--- config.mk ---
export PLATFORM = sky130hd
export DESIGN_NAME = request_gate
export DESIGN_NICKNAME = d
export VERILOG_FILES = /design/src/rtl/request_gate.sv
export SDC_FILE = /design/constraint.sdc
export NUM_CORES = 1
export LEC_CHECK = 0
export CORE_MARGIN = 1.5
export CORE_UTILIZATION = 59
export CTS_CLUSTER_SIZE = 24
export DETAILED_ROUTE_END_ITERATION = 6
export PLACE_DENSITY_LB_ADDON = 0.05
export SYNTH_ARGS = -nofsm -noshare
export SYNTH_HDL_FRONTEND = slang
export SYNTH_SLANG_ARGS = --single-unit
--- constraint.sdc ---
create_clock -name clk -period 3.9 [get_ports clk]
set_clock_uncertainty 0.1 [all_clocks]
set_input_delay 1.17 -clock clk [delete_from_list [all_inputs] [get_ports clk]]
set_output_delay 1.17 -clock clk [all_outputs]
set_load 0.01 [all_outputs]
--- src/rtl/request_gate.sv ---
// Request filter in front of a 3-client arbiter: tracks grant tenure per owner,
// masks a client that holds the grant too long, and keeps sticky statistics.
module request_gate #(
  parameter int MAX_TENURE = 8,
  parameter int HOLDOFF    = 4,
  parameter int STAT_W     = 8
) (
  input  logic              clk,
  input  logic              reset,
  input  logic [2:0]        r_in,
  input  logic [2:0]        g,
  input  logic              clr,
  output logic [2:0]        r_out,
  output logic [2:0]        timeout,
  output logic              err,
  output logic [STAT_W-1:0] gcnt0,
  output logic [STAT_W-1:0] gcnt1,
  output logic [STAT_W-1:0] gcnt2
);

  typedef enum logic [1:0] {IDLE, OWNED, HOLD} state_t;

  localparam logic [7:0]        MaxTenure = 8'(MAX_TENURE);
  localparam logic [7:0]        HoldOff   = 8'(HOLDOFF);
  localparam logic [STAT_W-1:0] CntMax    = '1;

  state_t            state_q, state_d;
  logic [1:0]        owner_q, owner_d;
  logic [7:0]        tenure_q, tenure_d;
  logic [7:0]        hold_q, hold_d;
  logic [2:0]        mask_q, mask_d;
  logic [2:0]        timeout_q, timeout_d;
  logic              err_q, err_d;
  logic [STAT_W-1:0] gcnt_q [3];
  logic [STAT_W-1:0] gcnt_d [3];

  logic       gOneHot;
  logic       gMulti;
  logic [1:0] gIdx;
  logic [2:0] ownerHot;
  logic [2:0] incr;
  logic [2:0] timeoutSet;

  assign gOneHot  = (g == 3'b001) || (g == 3'b010) || (g == 3'b100);
  assign gMulti   = (g != 3'b000) && !gOneHot;
  assign gIdx     = g[2] ? 2'd2 : (g[1] ? 2'd1 : 2'd0);
  assign ownerHot = 3'b001 << owner_q;

  // Multi-hot grants freeze the FSM for that cycle; only err reacts.
  always_comb begin
    state_d    = state_q;
    owner_d    = owner_q;
    tenure_d   = tenure_q;
    hold_d     = hold_q;
    mask_d     = mask_q;
    incr       = 3'b000;
    timeoutSet = 3'b000;
    if (!gMulti) begin
      case (state_q)
        IDLE: begin
          mask_d = 3'b000;
          if (gOneHot) begin
            owner_d  = gIdx;
            tenure_d = 8'd1;
            state_d  = OWNED;
            incr     = g;
          end
        end
        OWNED: begin
          if (g == 3'b000) begin
            tenure_d = 8'd0;
            state_d  = IDLE;
          end else if (g == ownerHot) begin
            tenure_d = tenure_q + 8'd1;
            if (tenure_q + 8'd1 == MaxTenure) begin
              timeoutSet = ownerHot;
              mask_d     = ownerHot;
              hold_d     = HoldOff;
              state_d    = HOLD;
            end
          end else begin
            owner_d  = gIdx;
            tenure_d = 8'd1;
            incr     = g;
          end
        end
        HOLD: begin
          hold_d = hold_q - 8'd1;
          if (hold_q <= 8'd1) begin
            hold_d   = 8'd0;
            mask_d   = 3'b000;
            tenure_d = 8'd0;
            state_d  = IDLE;
          end
        end
        default: state_d = IDLE;
      endcase
    end
  end

  // Sticky statistics: a set or increment in the same cycle as clr wins.
  always_comb begin
    timeout_d = (clr ? 3'b000 : timeout_q) | timeoutSet;
    err_d     = (clr ? 1'b0 : err_q) | gMulti;
    for (int i = 0; i < 3; i++) begin
      if (incr[i]) begin
        if (clr)                    gcnt_d[i] = {{(STAT_W-1){1'b0}}, 1'b1};
        else if (gcnt_q[i] == CntMax) gcnt_d[i] = gcnt_q[i];
        else                        gcnt_d[i] = gcnt_q[i] + 1'b1;
      end else begin
        gcnt_d[i] = clr ? '0 : gcnt_q[i];
      end
    end
  end

  always_ff @(posedge clk) begin
    if (reset) begin
      state_q   <= IDLE;
      owner_q   <= 2'd0;
      tenure_q  <= 8'd0;
      hold_q    <= 8'd0;
      mask_q    <= 3'b000;
      timeout_q <= 3'b000;
      err_q     <= 1'b0;
      gcnt_q    <= '{default: '0};
    end else begin
      state_q   <= state_d;
      owner_q   <= owner_d;
      tenure_q  <= tenure_d;
      hold_q    <= hold_d;
      mask_q    <= mask_d;
      timeout_q <= timeout_d;
      err_q     <= err_d;
      gcnt_q    <= gcnt_d;
    end
  end

  assign r_out   = r_in & ~mask_q;
  assign timeout = timeout_q;
  assign err     = err_q;
  assign gcnt0   = gcnt_q[0];
  assign gcnt1   = gcnt_q[1];
  assign gcnt2   = gcnt_q[2];

endmodule

* After elaboration in Yosys (flattened, before gate mapping)
Cells that the tools add are included.
Word-level totals: register bits 51, input bits 9, output and inout port bits 31, logic and storage cells 113
Operators by class: mux-type cells 49, $add $sub $neg 5, reduce and logical (&&, ||, !) cells 21, shift-type cells 1, bitwise logic cells 5, eq/ne operators 21, magnitude comparators 1
Operators by type and width (number):
- $mux W8 | 18
- $mux W3 | 14
- $add A8 B1 Y8 const B | 4
- $eq A8 B8 Y1 const B | 3
- $pmux W8 S3 | 1
- $mux W2 | 9
- $ne A2 B2 Y1 const B | 9
- $pmux W8 S2 | 1
- $reduce_and A5 Y1 | 3
- $reduce_bool A2 Y1 | 5
- $pmux W3 S3 | 1
- $eq A8 B4 Y1 const B | 1
- $le A8 B1 Y1 const B | 1
- $sub A8 B1 Y8 const B | 1
- $ne A3 B3 Y1 const B | 2
- $pmux W2 S3 | 1
- $pmux W3 S2 | 1
- $reduce_and A2 Y1 | 3
- $reduce_and A6 Y1 | 1
- $reduce_bool A3 Y1 | 2
- $pmux W2 S2 | 1
- $reduce_and A4 Y1 | 1
- $and A3 B3 Y3 | 1
- $eq A3 B1 Y1 const B | 1
- other kinds (16) | 18

* Longest topological paths before layout
depth after elaboration 8, mapped depth 9, gate-level depth less buffers 8

* Least setup slack after synthesis
No wires, ideal clock.
path kind in2reg, from in g[1], to reg hold_q[1], arrival 2875 ps, stages on the path 6, data required time 3729 ps, setup slack 854 ps, cell sequence clkbuf_1 -> maj3_1 -> or3b_2 -> a21boi_1 -> or3_1 -> a21oi_1
Between the ends: word-level cells in the longest chain between the ends 7, elaborated cells between the ends (all ways) 14
RTL lines:
- from (decl) | RTL line 11 | input logic [2:0] g,
- $eq A3 B1 Y1 / $eq A3 B2 Y1 (equally long branches) | RTL line 44 | assign gOneHot = (g == 3'b001) || (g == 3'b010) || (g == 3'b100);
- $logic_or A1 B1 Y1 (2 in a row) | RTL line 44
- $logic_not A1 Y1 | RTL line 45 | assign gMulti = (g != 3'b000) && !gOneHot;
- $logic_and A1 B1 Y1 | RTL line 45
- $not A1 Y1 (no line)
- $reduce_and A5 Y1 (no line) (*)
- to (signal assigned) | RTL line 130 | hold_q <= hold_d;
- to (decl) | RTL line 30 | logic [7:0] hold_q, hold_d;
Every way passes the cells marked *; elsewhere a longest branch is shown, timed or not. A chain may end at the register's enable or synchronous reset.

* Worst setup path in the final report
from in r_in[1], to out r_out[1]
Between the ends: word-level cells in the longest chain between the ends 1
RTL lines:
- from (decl) | RTL line 10 | input logic [2:0] r_in,
- $and A3 B3 Y3 | RTL line 138 | assign r_out = r_in & ~mask_q;
- to (decl) | RTL line 13 | output logic [2:0] r_out,
Every way passes these cells.

==> flow_metrics.py <==
metrics = {
    "cells_and_area": {
        "fin_area_um2": 3440,
        "drive_gt1_share_pct": 5.87,
        "nNetsFinal": 411,
        "final_core_util_pct": 72.8,
        "synthToLayoutAreaGrowth_pct": 19.1,
        "fill_cells": 372,
        "n_antenna_cell": 0,
        "final_cells": 459,
    },
    "timing": {
        "setup_viol": 0,
        "finalSetupTns_ps": 0,
        "post-route-period-util_pct": 91.1,
        "final_max_slew_viol_count": 0,
        "max_slew_margin_pct": 49.7,
        "rsz0062_at_grt": "false",
        "min_period_ps": 3550,
        "hold_ws_ps": 389,
        "worst_slew_pin_slew_ps": 749,
        "hold_violations": 0,
        "clock.fmax_mhz": 282,
    },
    "min_path": {
        "whs_path_depth": 1,
        "hold_path.startpoint": "timeout[1]",
        "hp-class": "flop to flop",
        "hold_path_end": "timeout[1]",
    },
    "critical_path": {
        "path_buf_inv": 2,
        "regToRegSetupSlack_ps": 1230,
        "path_common_cell": "clkdlybuf4s50_1",
        "cp_max_fo": 1,
        "path_cells": "clkdlybuf4s50_1, nor2b_1, clkdlybuf4s50_1",
        "worstSetupEndpointType": "output port",
        "r2r-end": "gcnt0[5]",
        "slowest_stage": "clkdlybuf4s50_1",
        "r2r_start": "state_q[1]",
        "crit_family": "buffers and inverters",
        "critPathKind": "primary input to output port",
        "worst_setup_path_start_kind": "primary input",
        "worstPathArrival_ps": 2280,
        "reg2reg_depth": 8,
        "critical_path_depth": 3,
        "critPathRequiredTime_ps": 2630,
        "slowest_delay_ps": 540,
    },
    "yosys": {
        "ys_seq_area_share_pct": 35.4,
        "synth_cells": 355,
        "synth.avg_cell_area_um2": 8.13,
        "synth_nets": 375,
        "synth_async_sr_flop_share_pct": 0,
        "synth_edf_count": 0,
        "ys_types": 62,
        "synth_area_um2": 2890,
        "yosysWarningCount": 0,
        "synth-seq-cells": 51,
        "ys.flop_type": "dfxtp_1",
    },
    "route": {
        "drc": 0,
        "ant_nets": 0,
        "wire_per_inst_um": 14.0,
        "via_per_inst": 5.91,
        "num_vias": 2712,
        "drt-initial-drc-count": 197,
        "dr.pass1.iters": 4,
        "totalWireLength_um": 6440,
    },
    "clocking": {
        "cts_buffers": 5,
        "cts.path.max_buffers": 2,
        "clk_latency_ps": 300,
        "root_buffer": "clkbuf_8",
        "cts_resized": 0,
        "clock_sinks": 51,
        "htreeDepth": 2,
        "cts_tree": "yes",
        "path_clk_slew_ps": 80,
        "cts_hold_buf": 0,
        "cts_setup_buffers": 0,
    },
    "die": {
        "fp.dieH_um": 72.9,
        "dieArea_um2": 5320,
        "rows": 25,
        "io_pins": 40,
        "fp.dieW_um": 72.9,
        "initial_utilization_pct": 61.1,
        "coreArea_um2": 4720,
    },
    "placed_design": {
        "placed_cells": 451,
        "dpl_cell_area_um2": 3340,
        "routabilityCongestion": 0.864,
        "place_hpwl_um": 4730,
        "io_buffers": 39,
    },
    "global_routing": {
        "grt_antenna_before_repair": 0,
        "grt_pass1_wl_um": 10500,
        "grt_pass1_vias": 2343,
        "grt_max_degree": 23,
        "grt-ovfl-total": 0,
        "track_usage_pct": 24.6,
    },
    "power_and_ir_drop": {
        "peakVddDrop_mv": 0.231,
        "p_leak_uw": 0.00125,
        "p_per_area_nw_per_um2": 285,
    },
    "status": {
        "outcome": "finished, final reports clean",
    },
    "run": {
        "maxCapViolCount": 0,
    },
}
## worst register-to-register path, cell delays in order (launching register included)
cell and delay (ps):
dfxtp_1 340, inv_1 100, ha_1 410, o21ai_0 150
a2111oi_0 470, and2_1 340, nand3_1 180, or3_1 340
a21oi_1 170
## worst max-delay path by stage
stage,startpoint,end,slack (ps)
floorplan,g[1],hold_q[1],850
global placement,g[1],hold_q[1],340
detailed placement,g[1],hold_q[1],270
CTS,r_in[2],r_out[2],340
global route,r_in[1],r_out[1],290
finish,r_in[1],r_out[1],350
## cells in the mapped netlist (all sizes together) (3+ instances only)
cell | number | area [um^2]
a21oi | 21 | 105
a31oi | 4 | 25.0
and2 | 5 | 31.3
and3 | 7 | 43.8
clkbuf | 13 | 48.8
dfxtp | 51 | 1020
ha | 11 | 138
inv | 16 | 60.1
mux2i | 4 | 40.0
nand2 | 22 | 82.6
nand2b | 3 | 18.8
nand3 | 16 | 80.1
nand3b | 5 | 50.1
nand4 | 6 | 37.5
nor2 | 47 | 181
nor2b | 6 | 37.5
nor3 | 16 | 85.1
nor3b | 5 | 37.5
o211ai | 9 | 67.6
o21a | 3 | 22.5
o21ai | 21 | 105
o31ai | 4 | 35.0
o41ai | 3 | 45.1
or3 | 7 | 48.8
xnor2 | 10 | 87.6
xor2 | 5 | 43.8
## per-layer routing
metal | part of all wire (%) | global-route usage [%]
met4 | 1.1 | 6.08
met1 | 45 | 31.8
met5 | 0 | 0
met3 | 4.7 | 5.11
met2 | 49 | 42.1
## kinds of logic (layout without fill, tap and decap cells)
logic type,Yosys count,count (layout),share of synthesized area (%)
buffers and inverters,30,67,3.94
muxes,4,4,1.39
AOI/OAI and AO/OA,88,88,21.5
and+or+nand+nor,155,155,28.1
xor gates and xnor gates,15,15,4.55
adders and majority gates,12,12,5.11
DFF,51,51,35.4
## power by group
part           internal (uW)  switching (uW)
clock                    162             167
sequential               527            9.47
combinational           46.2            66.7
total                    735             243
## per-stage QoR
stage	worst slack, ps	total power [uW]
final	348	978
after global routing	285	1020
after CTS	339	988
after detailed placement	268	660
after floorplan	854	620
after global placement	340	658
## final cells by class
type	count	area (um^2)	area share [%]
clock buffers	8	100	2.91
inverters	16	60.1	1.75
multi-input cells	274	1750	51.0
flip-flops and latches	51	1020	29.7
well taps	67	83.8	2.44
repair buffers	43	420	12.2
## state kept, by name, summed over array words and instances, names as in the netlist
signal / flops
gcnt2: 8
gcnt0: 8
timeout: 3
state_q: 2
tenure_q: 8
owner_q: 2
gcnt1: 8
hold_q: 8
mask_q: 3
err: 1
## layout by cell type (no fill, tap or decap), types with 4 or more instances in the layout
cell type / netlist / layout
a21oi_1: 21 / 21
a31oi_1: 4 / 4
and2_1: 4 / 4
and3_1: 7 / 7
buf_4: 0 / 4
clkbuf_8: 0 / 7
clkdlybuf4s50_1: 0 / 39
dfxtp_1: 51 / 51
ha_1: 11 / 11
inv_1: 16 / 16
mux2i_1: 4 / 4
nand2_1: 22 / 22
nand3_1: 16 / 16
nand3b_1: 4 / 4
nand4_1: 6 / 6
nor2_1: 45 / 45
nor2b_1: 6 / 6
nor3_1: 15 / 15
nor3b_1: 5 / 5
o211ai_1: 9 / 9
o21ai_0: 18 / 18
or3_1: 6 / 6
xnor2_1: 10 / 10
xor2_1: 5 / 5
Note: power is estimated with default switching activity, not from simulation.
